==> src/rtl/rf_dump_32.sv <==
// Debug readout sequencer for rf_32. It borrows one read port through an external mux.
// It then streams (index, value) pairs from a wrapping index range over valid/ready.
module rf_dump_32 #(
    parameter int DATA_WIDTH = 32,
    parameter int ADDR_WIDTH = 5
) (
    input  logic                  clk,
    input  logic                  rst_n,
    input  logic                  start,
    input  logic                  abort,
    input  logic [ADDR_WIDTH-1:0] first_addr,
    input  logic [ADDR_WIDTH-1:0] last_addr,
    output logic                  rf_sel,
    output logic [ADDR_WIDTH-1:0] rf_addr,
    input  logic [DATA_WIDTH-1:0] rf_data,
    output logic                  out_valid,
    input  logic                  out_ready,
    output logic [DATA_WIDTH-1:0] out_data,
    output logic [ADDR_WIDTH-1:0] out_addr,
    output logic                  out_last,
    output logic                  busy,
    output logic                  done
);

    // state  | meaning
    // S_IDLE | waiting for start, read port released
    // S_READ | rf_addr settled, capture rf_data at the edge
    // S_SEND | word presented, hold until accepted
    // S_DONE | one-cycle done pulse
    typedef enum logic [1:0] {S_IDLE, S_READ, S_SEND, S_DONE} state_t;

    state_t                  state_q, state_d;
    logic [ADDR_WIDTH-1:0]   last_q, last_d;
    logic [ADDR_WIDTH-1:0]   rf_addr_q, rf_addr_d;
    logic                    rf_sel_q, rf_sel_d;
    logic                    out_valid_q, out_valid_d;
    logic [DATA_WIDTH-1:0]   out_data_q, out_data_d;
    logic [ADDR_WIDTH-1:0]   out_addr_q, out_addr_d;
    logic                    out_last_q, out_last_d;
    logic                    busy_q, busy_d;
    logic                    done_q, done_d;

    always_comb begin
        state_d     = state_q;
        last_d      = last_q;
        rf_addr_d   = rf_addr_q;
        rf_sel_d    = rf_sel_q;
        out_valid_d = out_valid_q;
        out_data_d  = out_data_q;
        out_addr_d  = out_addr_q;
        out_last_d  = out_last_q;

        case (state_q)
            S_IDLE: begin
                // rf_addr doubles as the latched first index
                if (start) begin
                    last_d    = last_addr;
                    rf_addr_d = first_addr;
                    rf_sel_d  = 1'b1;
                    state_d   = S_READ;
                end
            end
            S_READ: begin
                out_data_d  = rf_data;
                out_addr_d  = rf_addr_q;
                out_last_d  = (rf_addr_q == last_q);
                out_valid_d = 1'b1;
                state_d     = S_SEND;
            end
            S_SEND: begin
                if (out_ready) begin
                    out_valid_d = 1'b0;
                    if (out_last_q) begin
                        rf_sel_d = 1'b0;
                        state_d  = S_DONE;
                    end else begin
                        rf_addr_d = rf_addr_q + ADDR_WIDTH'(1);
                        state_d   = S_READ;
                    end
                end
            end
            S_DONE:  state_d = S_IDLE;
            default: state_d = S_IDLE;
        endcase

        if (abort && (state_q != S_IDLE)) begin
            state_d     = S_IDLE;
            out_valid_d = 1'b0;
            out_last_d  = 1'b0;
            rf_sel_d    = 1'b0;
        end

        busy_d = (state_d != S_IDLE);
        done_d = (state_d == S_DONE);
    end

    always_ff @(posedge clk or negedge rst_n) begin
        if (!rst_n) begin
            state_q     <= S_IDLE;
            last_q      <= '0;
            rf_addr_q   <= '0;
            rf_sel_q    <= 1'b0;
            out_valid_q <= 1'b0;
            out_data_q  <= '0;
            out_addr_q  <= '0;
            out_last_q  <= 1'b0;
            busy_q      <= 1'b0;
            done_q      <= 1'b0;
        end else begin
            state_q     <= state_d;
            last_q      <= last_d;
            rf_addr_q   <= rf_addr_d;
            rf_sel_q    <= rf_sel_d;
            out_valid_q <= out_valid_d;
            out_data_q  <= out_data_d;
            out_addr_q  <= out_addr_d;
            out_last_q  <= out_last_d;
            busy_q      <= busy_d;
            done_q      <= done_d;
        end
    end

    assign rf_sel    = rf_sel_q;
    assign rf_addr   = rf_addr_q;
    assign out_valid = out_valid_q;
    assign out_data  = out_data_q;
    assign out_addr  = out_addr_q;
    assign out_last  = out_last_q;
    assign busy      = busy_q;
    assign done      = done_q;

endmodule

==> config.mk <==
export PLATFORM = sky130hd
export DESIGN_NAME = rf_dump_32
export DESIGN_NICKNAME = d
export VERILOG_FILES = /design/src/rtl/rf_dump_32.sv
export SDC_FILE = /design/constraint.sdc
export NUM_CORES = 1
export LEC_CHECK = 0
export CORE_MARGIN = 2
export CORE_UTILIZATION = 43
export DETAILED_ROUTE_END_ITERATION = 8
export GPL_TIMING_DRIVEN = 0
export PLACE_DENSITY = 0.87
export SYNTH_ARGS = -nofsm -noshare
export SYNTH_HDL_FRONTEND = slang
export SYNTH_SLANG_ARGS = --single-unit
==> constraint.sdc <==
create_clock -name clk -period 1.9 [get_ports clk]
set_input_delay 0.38 -clock clk [delete_from_list [all_inputs] [get_ports clk]]
set_output_delay 0.38 -clock clk [all_outputs]
set_load 0.02 [all_outputs]
==> results of run 1 <==
-- cells in the mapped netlist, drive strengths merged --
master,n
and3,2
clkbuf,1
buf,8
nand3,1
o221a,3
nand2b,4
ha,1
nand2,7
o41ai,1
nand3b,3
a21o,1
o22a,1
dfrtp,54
mux2i,2
nor2,4
nand4,1
o32a,2
or3,1
a21oi,2
a31oi,1
xor2,1
nor3,1
or3b,2
nor2b,2
xnor2,4
mux2,43
inv,3
o21a,1
o21ai,3
-- state kept, by name, summed over array words and instances (netlist names) --
signal     flops
out_addr       5
out_valid      1
rf_addr        5
done           1
state_q        2
rf_sel         1
out_last       1
busy           1
last_q         5
out_data      32
-- cell type report --
class | instances | area [sq um] | share of cell area (%)
repair buffers | 94 | 946 | 27.4
plain buffers | 9 | 62.6 | 1.81
inverters | 3 | 11.3 | 0.326
clock inverters | 2 | 60.1 | 1.74
clock buffers | 6 | 82.6 | 2.39
flip-flops and latches | 54 | 1350 | 39.1
multi-input cells | 94 | 855 | 24.7
well taps | 70 | 87.6 | 2.53
-- power by group through the flow --
stage	logic (W)	registers [W]	clock network, W
after floorplan	0.000613	0.00217	0
after CTS	0.00197	0.00175	0.000946
after global placement	0.00192	0.00175	0
after global routing	0.00207	0.00180	0.000992
final	0.00195	0.00175	0.000913
after detailed placement	0.00196	0.00177	0
-- through the flow --
stage / hold slack (ns) / power [W] / utilization [%] / area (sq um) / cells
floorplan: 0.0844 / 0.00278 / - / 2280 / 160
finish: 0.0900 / 0.00461 / 67.7 / 3460 / 332
global route: 0.129 / 0.00487 / 67.7 / 3460 / 332
global placement: 0.475 / 0.00367 / 64.6 / 3300 / 323
detailed placement: 0.442 / 0.00374 / 64.9 / 3310 / 324
CTS: 0.103 / 0.00467 / 67.7 / 3460 / 332
-- worst min path at each step --
stage                     slack, ns   startpoint  cells after the start      endpoint
after detailed placement       0.44        rst_n                      1  out_data[23]
after floorplan                0.08        rst_n                      0          busy
after global routing           0.13        rst_n                      1  out_data[23]
after global placement         0.48  out_addr[0]                      2   out_addr[0]
final                          0.09        rst_n                      1  out_data[23]
after CTS                      0.10        rst_n                      1  out_data[23]
-- logic make-up after synthesis --
group / share of synthesized area [%]
flops: 59.3
mux: 22.9
simple gates: 6.75
compound gates: 5.32
buf+inv: 3.24
xor+xnor: 1.92
fa+ha+maj: 0.549
-- metal layers --
metal | global-route usage (%) | wire length [microns]
met5 | 0 | 0
met4 | 4.91 | 63
met2 | 27.9 | 2340
met1 | 22.8 | 2150
met3 | 5.29 | 301
==> reports/qor.txt, run 1 <==
======================================================================================
Critical Path Max Stage Delay                                                  0.65 ns
Fraction of power consumed by sequential logic                                   37.9%
Library cell contributing the largest single delay on the critical path   clkdlybuf4s50_1
First-pass GRT wire length                                                8090 microns
Worst-path cell chain                                                     clkdlybuf4s50_1
Initial Utilization                                                              44.6%
Skew-Pair Late Insertion Delay                                                 0.30 ns
Maximum number of pins on one net before global-route repair                        29
Maximum level of the CTS H-tree                                                      2
Startpoint of the worst setup timing path                                   rf_addr[1]
Yosys reg bits                                                                      54
Largest voltage drop on the vdd net                                           0.686 mV
Number of cells on the critical path                                                 1
TritonCTS clock tree                                                             built
Summed instance area of the synthesized netlist                             2280 sq um
Total die area                                                              5900 sq um
Chip Width                                                                76.8 microns
Final worst path period need                                                   1.79 ns
Top library cells by usage in the layout, fill and taps aside             clkdlybuf4s50_1 (92), dfrtp_1 (54), mux2_2 (38), nand2_1 (7)
Routed Antenna Nets                                                                  0
Final total negative setup slack                                                  0 ns
Mean Syn Cell Area                                                          14.2 sq um
Least-Margin Pin Slew                                                         0.646 ns
Post-detailed-route via-to-cell ratio                                             4.88
Kind of cell with the highest combined delay on the critical path         buffers and inverters
Depth of the worst register-to-register path                                         4
Setup Fix Bufs, Post-CTS                                                             0
Net count of the finished layout                                                   309
Synth warn                                                                           0
Vias in the first global route                                                    1584
Final RePlAce weighted congestion                                                0.714
Setup clock skew after layout                                               0.00810 ns
Placeable Area                                                              5110 sq um
Sw power                                                                     0.00145 W
Type of element capturing the critical path                                output port
Half-perimeter wire length after placement                                3690 microns
Most common cell after layout, fill and taps aside                        clkdlybuf4s50_1
Worst setup SP type                                                               flop
Combinational cell fraction of total power                                       42.3%
CTS Root Cell                                                                 clkbuf_8
Number of iterations in the first detailed-routing pass                              4
Number of clock sinks seen by CTS                                                   54
Number of inserted filler cells in the final layout                                375
Post-placement worst setup slack                                             0.0196 ns
Data arrival time of the critical path                                         1.41 ns
Count of hold buffers inserted by post-cts repair                                    0
Synthesis-to-finish area growth                                                  51.6%
Global Route Usage Sum                                                           17.4%
Leakage power summed over all cells                                            1.45 nW
Net count after synthesis                                                          208
Areal power density over the cells                                        1330 nW/um^2
Switching part of the total power                                                31.6%
Design internal power                                                        0.00315 W
Unrepaired setup endpoints after global routing                                     no
RR Endpoint                                                                 rf_addr[2]
Total I/O pin count                                                                 94
Fraction of the yosys area taken by sequential cells                             59.3%
Final setup viols                                                                    0
Worst Hold Class                                                              in2async
Placement row count                                                                 26
Worst slew slack as a fraction of its limit                                      56.9%
Top-area cell type share of the netlist area                                     59.3%
Hold Violations, Final                                                               0
Buffer levels on the longest clock path                                              2
Synth area leaders                                                        dfrtp_1 (59%), mux2_2 (19%), mux2_4 (3.3%)
Proportion of layout cells with a drive suffix above 1                           25.2%
Result of the run                                                         finished clean
Start-to-end type of the worst setup path                                      reg2out
Height of the chip                                                        76.8 microns
Routed vias                                                                       1619
Clock power share                                                                19.8%
Yosys top cell by area                                                         dfrtp_1
Setup slack on the worst flop-to-flop path                                     0.29 ns
RR Startpoint                                                               rf_addr[1]
Residual overflow from global routing                                                0
Max_cap viols                                                                        0
Detailed-route wire length per cell                                       14.6 microns
Final worst-path setup slack                                                  0.106 ns
End point of the critical path                                              rf_addr[1]
Port buffer count                                                                   93
Initial antenna violation count                                                      0
Number of distinct library cells after synthesis                                    33
Synth Instances                                                                    160
Buffers & Inverters on Critical Path                                                 1
Crit share post-route                                                            94.4%
Number of buffers inserted during clock tree synthesis                               5
Number of gates resized after CTS                                                    0
Fmax                                                                           558 MHz
Data required time at the worst endpoint                                       1.52 ns
DRC viols                                                                            0
Clock-pin transition on the worst setup and hold timing paths                  0.09 ns
WL final                                                                  4850 microns
Max-slew violation count                                                             0
Number of DRC markers after the initial detailed-route iteration                    33
Number of diodes                                                                     0
Maximum net fanout on the critical path                                              7
======================================================================================
Note: power is estimated with default switching activity, not from simulation.
==> inputs of run 2 (changes only) <==
CORE_UTILIZATION = 45   (was 43)
PLACE_DENSITY = 0.9   (was 0.87)
clock period = 2.1 ns   (was 1.9 ns; I/O delays follow)
==> reports/qor.txt, run 2 (synthesis gave the netlist of run 1 again) <==
======================================================================================
Proportion of layout cells with a drive suffix above 1                           24.8%   -0.38 points
CTS Root Cell                                                                 clkbuf_8
Number of DRC markers after the initial detailed-route iteration                    92   +180%
Least-Margin Pin Slew                                                         0.354 ns   -0.293 ns
Combinational cell fraction of total power                                       45.1%   +2.8 points
RR Endpoint                                                                 rf_addr[2]
Clock power share                                                                14.7%   -5.1 points
Routed vias                                                                       1605   -0.86%
Number of iterations in the first detailed-routing pass                              4   unchanged
Post-detailed-route via-to-cell ratio                                             4.88   about the same
Net count of the finished layout                                                   309   unchanged
TritonCTS clock tree                                                             built
Library cell contributing the largest single delay on the critical path   clkdlybuf4s50_1
Critical Path Max Stage Delay                                                  0.65 ns   about the same
Crit share post-route                                                            87.8%
Start-to-end type of the worst setup path                                      reg2out
Skew-Pair Late Insertion Delay                                                 0.29 ns   about the same
Half-perimeter wire length after placement                                3640 microns   -1.4%
Worst Hold Class                                                              in2async
Number of buffers inserted during clock tree synthesis                               5   unchanged
Maximum number of pins on one net before global-route repair                        42   +45%
Buffers & Inverters on Critical Path                                                 1   unchanged
Dpl cell area                                                               3310 sq um   -0.11%
Detailed-route wire length per cell                                       14.4 microns   -1.5%
DRC viols                                                                            0   unchanged
Sw power                                                                     0.00130 W   -11%
Number of gates resized after CTS                                                    0   unchanged
Result of the run                                                         finished clean
Unrepaired setup endpoints after global routing                                     no
Number of diodes                                                                     0   unchanged
Setup clock skew after layout                                               0.00494 ns   -0.00316 ns
Design internal power                                                        0.00261 W   -17%
Maximum level of the CTS H-tree                                                      2   unchanged
Routed Antenna Nets                                                                  0   unchanged
Final RePlAce weighted congestion                                                0.753   +5.4%
Final worst path period need                                                   1.84 ns
Synthesis-to-finish area growth                                                  49.2%
Leakage power summed over all cells                                            1.43 nW   -1.6%
Vias in the first global route                                                    1680   +6.1%
Data arrival time of the critical path                                         1.42 ns   about the same
Chip Width                                                                75.2 microns   -2.1%
Flip-flop count of the largest register after layout                                32   unchanged
Count of hold buffers inserted by post-cts repair                                    0   unchanged
Residual overflow from global routing                                                0   unchanged
Total die area                                                              5650 sq um   -4.2%
Setup slack on the worst flop-to-flop path                                     0.50 ns   +0.21 ns
Initial Utilization                                                              47.3%   +2.7 points
Top library cells by usage in the layout, fill and taps aside             clkdlybuf4s50_1 (92), dfrtp_1 (54), mux2_2 (38), nand2_1 (7)
Data required time at the worst endpoint                                       1.68 ns   +0.16 ns
Areal power density over the cells                                        1150 nW/um^2   -14%
Worst slew slack as a fraction of its limit                                      76.4%   +20 points
Post-placement worst setup slack                                              0.160 ns   +0.140 ns
First-pass GRT wire length                                                7390 microns   -8.7%
Initial antenna violation count                                                      0   unchanged
Max_cap viols                                                                        0   unchanged
Startpoint of the worst setup timing path                                   rf_addr[3]
Worst-path cell chain                                                     clkdlybuf4s50_1
Clock-pin transition on the worst setup and hold timing paths                  0.09 ns   about the same
Fmax                                                                           543 MHz
Buffer levels on the longest clock path                                              2   unchanged
Total I/O pin count                                                                 94   unchanged
Hold Violations, Final                                                               0   unchanged
Largest voltage drop on the vdd net                                           0.662 mV   -3.5%
WL final                                                                  4730 microns   -2.4%
Setup Fix Bufs, Post-CTS                                                             0   unchanged
Port buffer count                                                                   93   unchanged
Maximum net fanout on the critical path                                              7   unchanged
Height of the chip                                                        75.2 microns   -2.1%
Type of element capturing the critical path                                output port
Kind of cell with the highest combined delay on the critical path         buffers and inverters
End point of the critical path                                              rf_addr[3]
Global Route Usage Sum                                                           17.4%   +0.078 points
Final cell area excluding filler cells                                      3400 sq um   -1.6%
Number of inserted filler cells in the final layout                                389   +3.7%
Final setup viols                                                                    0   unchanged
Worst setup SP type                                                               flop
Switching part of the total power                                                33.3%   +1.7 points
Final worst-path setup slack                                                  0.257 ns   +0.150 ns
Max-slew violation count                                                             0   unchanged
Most common cell after layout, fill and taps aside                        clkdlybuf4s50_1
RR Startpoint                                                               rf_addr[1]
Number of cells on the critical path                                                 1   unchanged
Placement row count                                                                 25   -3.8%
Depth of the worst register-to-register path                                         4   unchanged
Fraction of power consumed by sequential logic                                   40.2%   +2.3 points
Number of clock sinks seen by CTS                                                   54   unchanged
Placeable Area                                                              4820 sq um   -5.7%
======================================================================================
run 2: changes by cell type in the layout (fill, tap and decap cells not counted):
cell / delta
clkbuf_1: +1
clkinv_2: +1
bufinv_16: -2
run 2: cell type report:
type / instances / area (sq um) / area share (%)
sequential: 54 / 1350 / 39.7
timing repair buffer: 94 / 946 / 27.8
buffer: 9 / 62.6 / 1.84
tap: 67 / 83.8 / 2.47
multi-input combinational: 94 / 855 / 25.1
clock buffer: 7 / 86.3 / 2.54
clock inverter: 1 / 5.00 / 0.147
inverter: 3 / 11.3 / 0.331
run 2: stage by stage:
| step | setup TNS [ns] | power, W | cells | utilization [%] | hold slack, ns |
|---|---|---|---|---|---|
| 2_1_floorplan | 0 | 0.00251 | 160 | - | 0.124 |
| 3_3_place_gp | -52.58 | 0.00332 | 320 | 68.4 | 0.476 |
| 3_5_place_dp | 0 | 0.00338 | 321 | 68.7 | 0.350 |
| 4_1_cts | 0 | 0.00396 | 329 | 70.6 | 0.0224 |
| 5_1_grt | 0 | 0.00414 | 329 | 70.6 | 0.0261 |
| 6_report | 0 | 0.00391 | 329 | 70.6 | 0.0177 |
run 2: worst min path at each step:
stage / start / to / slack (ns) / cells past startpoint
2_1_floorplan: rst_n / busy / 0.12 / 0
3_3_place_gp: out_addr[0] / out_addr[0] / 0.48 / 2
3_5_place_dp: rst_n / out_data[18] / 0.35 / 1
4_1_cts: rst_n / out_data[18] / 0.02 / 1
5_1_grt: rst_n / out_data[18] / 0.03 / 1
6_report: rst_n / out_data[18] / 0.02 / 1
run 2: routing by layer:
layer | track usage, % | routed length (microns) | vias up
li1 | - | - | 763
met5 | 0 | 0 | -
met4 | 4.87 | 23 | 0
met1 | 21.4 | 1950 | 782
met3 | 6.29 | 386 | 4
met2 | 29.2 | 2380 | 56
run 2: power by group through the flow:
| stage | combinational (W) | sequential [W] | clock [W] |
|---|---|---|---|
| global placement | 0.00174 | 0.00158 | 0 |
| detailed placement | 0.00178 | 0.00160 | 0 |
| finish | 0.00176 | 0.00157 | 0.000575 |
| CTS | 0.00178 | 0.00158 | 0.000597 |
| floorplan | 0.000555 | 0.00196 | 0 |
| global route | 0.00189 | 0.00162 | 0.000640 |
==> inputs of run 3 (changes only) <==
CORE_ASPECT_RATIO = 1.75   (was unset)
CORE_MARGIN = unset   (was 2)
==> reports/qor.txt, run 3 (synthesis gave the netlist of run 1 again) <==
======================================================================================
Result of the run                                                         finished clean
Post-placement worst setup slack                                              0.164 ns   +0.00361 ns
Detailed-route wire length per cell                                       15.5 microns   +8.0%
Maximum number of pins on one net before global-route repair                        35   -17%
Library cell contributing the largest single delay on the critical path   clkdlybuf4s50_1
Crit share post-route                                                            89.3%   +1.5 points
Critical Path Max Stage Delay                                                  0.65 ns   about the same
Worst Hold Class                                                              in2async
Fmax                                                                           533 MHz   -1.7%
Routed Antenna Nets                                                                  0   unchanged
Final setup viols                                                                    0   unchanged
Largest voltage drop on the vdd net                                           0.797 mV   +20%
WL final                                                                  4880 microns   +3.1%
Data required time at the worst endpoint                                       1.68 ns   about the same
Number of clock sinks seen by CTS                                                   54   unchanged
Post-detailed-route via-to-cell ratio                                             5.28   +8.3%
Maximum net fanout on the critical path                                              7   unchanged
Number of cells in the design after placement                                      306   -4.7%
Least-Margin Pin Slew                                                         0.490 ns   +0.137 ns
Max_cap viols                                                                        0   unchanged
Buffer levels on the longest clock path                                              2   unchanged
DRC viols                                                                            0   unchanged
Port buffer count                                                                   93   unchanged
Number of inserted filler cells in the final layout                                364   -6.4%
Global Route Usage Sum                                                           19.1%   +1.7 points
Skew-Pair Late Insertion Delay                                                 0.31 ns   +0.02 ns
Top library cells by usage in the layout, fill and taps aside             clkdlybuf4s50_1 (92), dfrtp_1 (54), mux2_2 (38), nand2_1 (7), buf_2 (6)
Initial Utilization                                                              47.6%   +0.27 points
Chip Width                                                                55.8 microns   -26%
Half-perimeter wire length after placement                                3750 microns   +2.9%
Proportion of layout cells with a drive suffix above 1                           24.8%   unchanged
Synthesis-to-finish area growth                                                  48.1%
Total power after layout                                                     0.00390 W   -0.23%
Total die area                                                              5370 sq um   -5.0%
Maximum level of the CTS H-tree                                                      2   unchanged
CTS Root Cell                                                                 clkbuf_8
Kind of cell with the highest combined delay on the critical path         buffers and inverters
Number of DRC markers after the initial detailed-route iteration                    41   -55%
Type of element capturing the critical path                                output port
Placeable Area                                                              4790 sq um   -0.57%
Clock-pin transition on the worst setup and hold timing paths                  0.10 ns   about the same
Flip-flop count of the largest register after layout                                32   unchanged
Final worst path period need                                                   1.88 ns   +0.0320 ns
Number of gates resized after CTS                                                    0   unchanged
Height of the chip                                                        96.2 microns   +28%
Buffers & Inverters on Critical Path                                                 1   unchanged
Max-slew violation count                                                             0   unchanged
Final worst-path setup slack                                                  0.225 ns   -0.0320 ns
Leakage power summed over all cells                                            1.43 nW   -0.21%
Worst slew slack as a fraction of its limit                                      67.3%   -9.1 points
Count of hold buffers inserted by post-cts repair                                    0   unchanged
Routed vias                                                                       1659   +3.4%
Number of buffers inserted during clock tree synthesis                               5   unchanged
Total I/O pin count                                                                 94   unchanged
TritonCTS clock tree                                                             built
Post-layout util                                                                 70.5%   -0.091 points
Data arrival time of the critical path                                         1.46 ns   +0.04 ns
Areal power density over the cells                                        1160 nW/um^2   +0.47%
Placement row count                                                                 33   +32%
Worst setup SP type                                                               flop
Hold Violations, Final                                                               0   unchanged
Hold slack final                                                             0.0637 ns   +0.0460 ns
Unrepaired setup endpoints after global routing                                     no
Initial antenna violation count                                                      0   unchanged
Residual overflow from global routing                                                0   unchanged
First-pass GRT wire length                                                7760 microns   +5.0%
Final RePlAce weighted congestion                                                0.722   -4.1%
Vias in the first global route                                                    1646   -2.0%
Start-to-end type of the worst setup path                                      reg2out
Number of iterations in the first detailed-routing pass                              4   unchanged
Most common cell after layout, fill and taps aside                        clkdlybuf4s50_1
Net count of the finished layout                                                   309   unchanged
Number of diodes                                                                     0   unchanged
Setup Fix Bufs, Post-CTS                                                             0   unchanged
Setup clock skew after layout                                                0.0128 ns   +0.00788 ns
Worst-path cell chain                                                     clkdlybuf4s50_1
Cell Count, Final, Fillers Out                                                     314   -4.6%
======================================================================================
[run 3: changes by cell type in the layout (fill, tap and decap cells not counted)]
cell and delta:
clkbuf_8 -1, clkinv_4 +1
[run 3: area by class of cell]
type | instances | area [sq um] | share of cell area (%)
clock buffer | 6 | 72.6 | 2.15
buffer | 9 | 62.6 | 1.85
timing repair buffer | 94 | 946 | 28.0
tap | 52 | 65.1 | 1.93
sequential | 54 | 1350 | 40.0
multi-input combinational | 94 | 855 | 25.3
inverter | 3 | 11.3 | 0.333
clock inverter | 2 | 13.8 | 0.408
[run 3: path summary, 6_finish.rpt]
path                        startpoint      endpoint  slack (ns)  cells after the start
min in group clk           out_data[3]   out_data[3]        0.51                      1
min reg2reg                out_data[3]   out_data[3]        0.51                      1
max reg2reg                 rf_addr[0]    rf_addr[2]        0.47                      4
max                         rf_addr[3]    rf_addr[3]        0.22                      1
min                              rst_n    rf_addr[2]        0.06                      1
max in group asynchronous        rst_n  out_data[11]        1.49                      2
[run 3: report_power, final]
group,internal (W),switching [W],leakage [nW]
Clock,0.000236,0.000331,0.0452
Combinational,0.000974,0.000781,0.748
Sequential,0.00137,0.000213,0.635
[run 3: stage by stage]
step	TNS, ns	instance area, sq um
finish	0	3380
detailed placement	0	3290
CTS	0	3380
floorplan	0	2280
global route	0	3380
global placement	-53.63	3280
[run 3: layer usage]
metal / part of all wire [%] / global-route usage [%] / vias up / routed length (microns)
met5: 0 / 0 / - / 0
met1: 37 / 20.3 / 813 / 1810
li1: - / - / 760 / -
met2: 54 / 35.6 / 74 / 2650
met3: 5.1 / 3.63 / 12 / 250
met4: 3.3 / 10.2 / 0 / 163
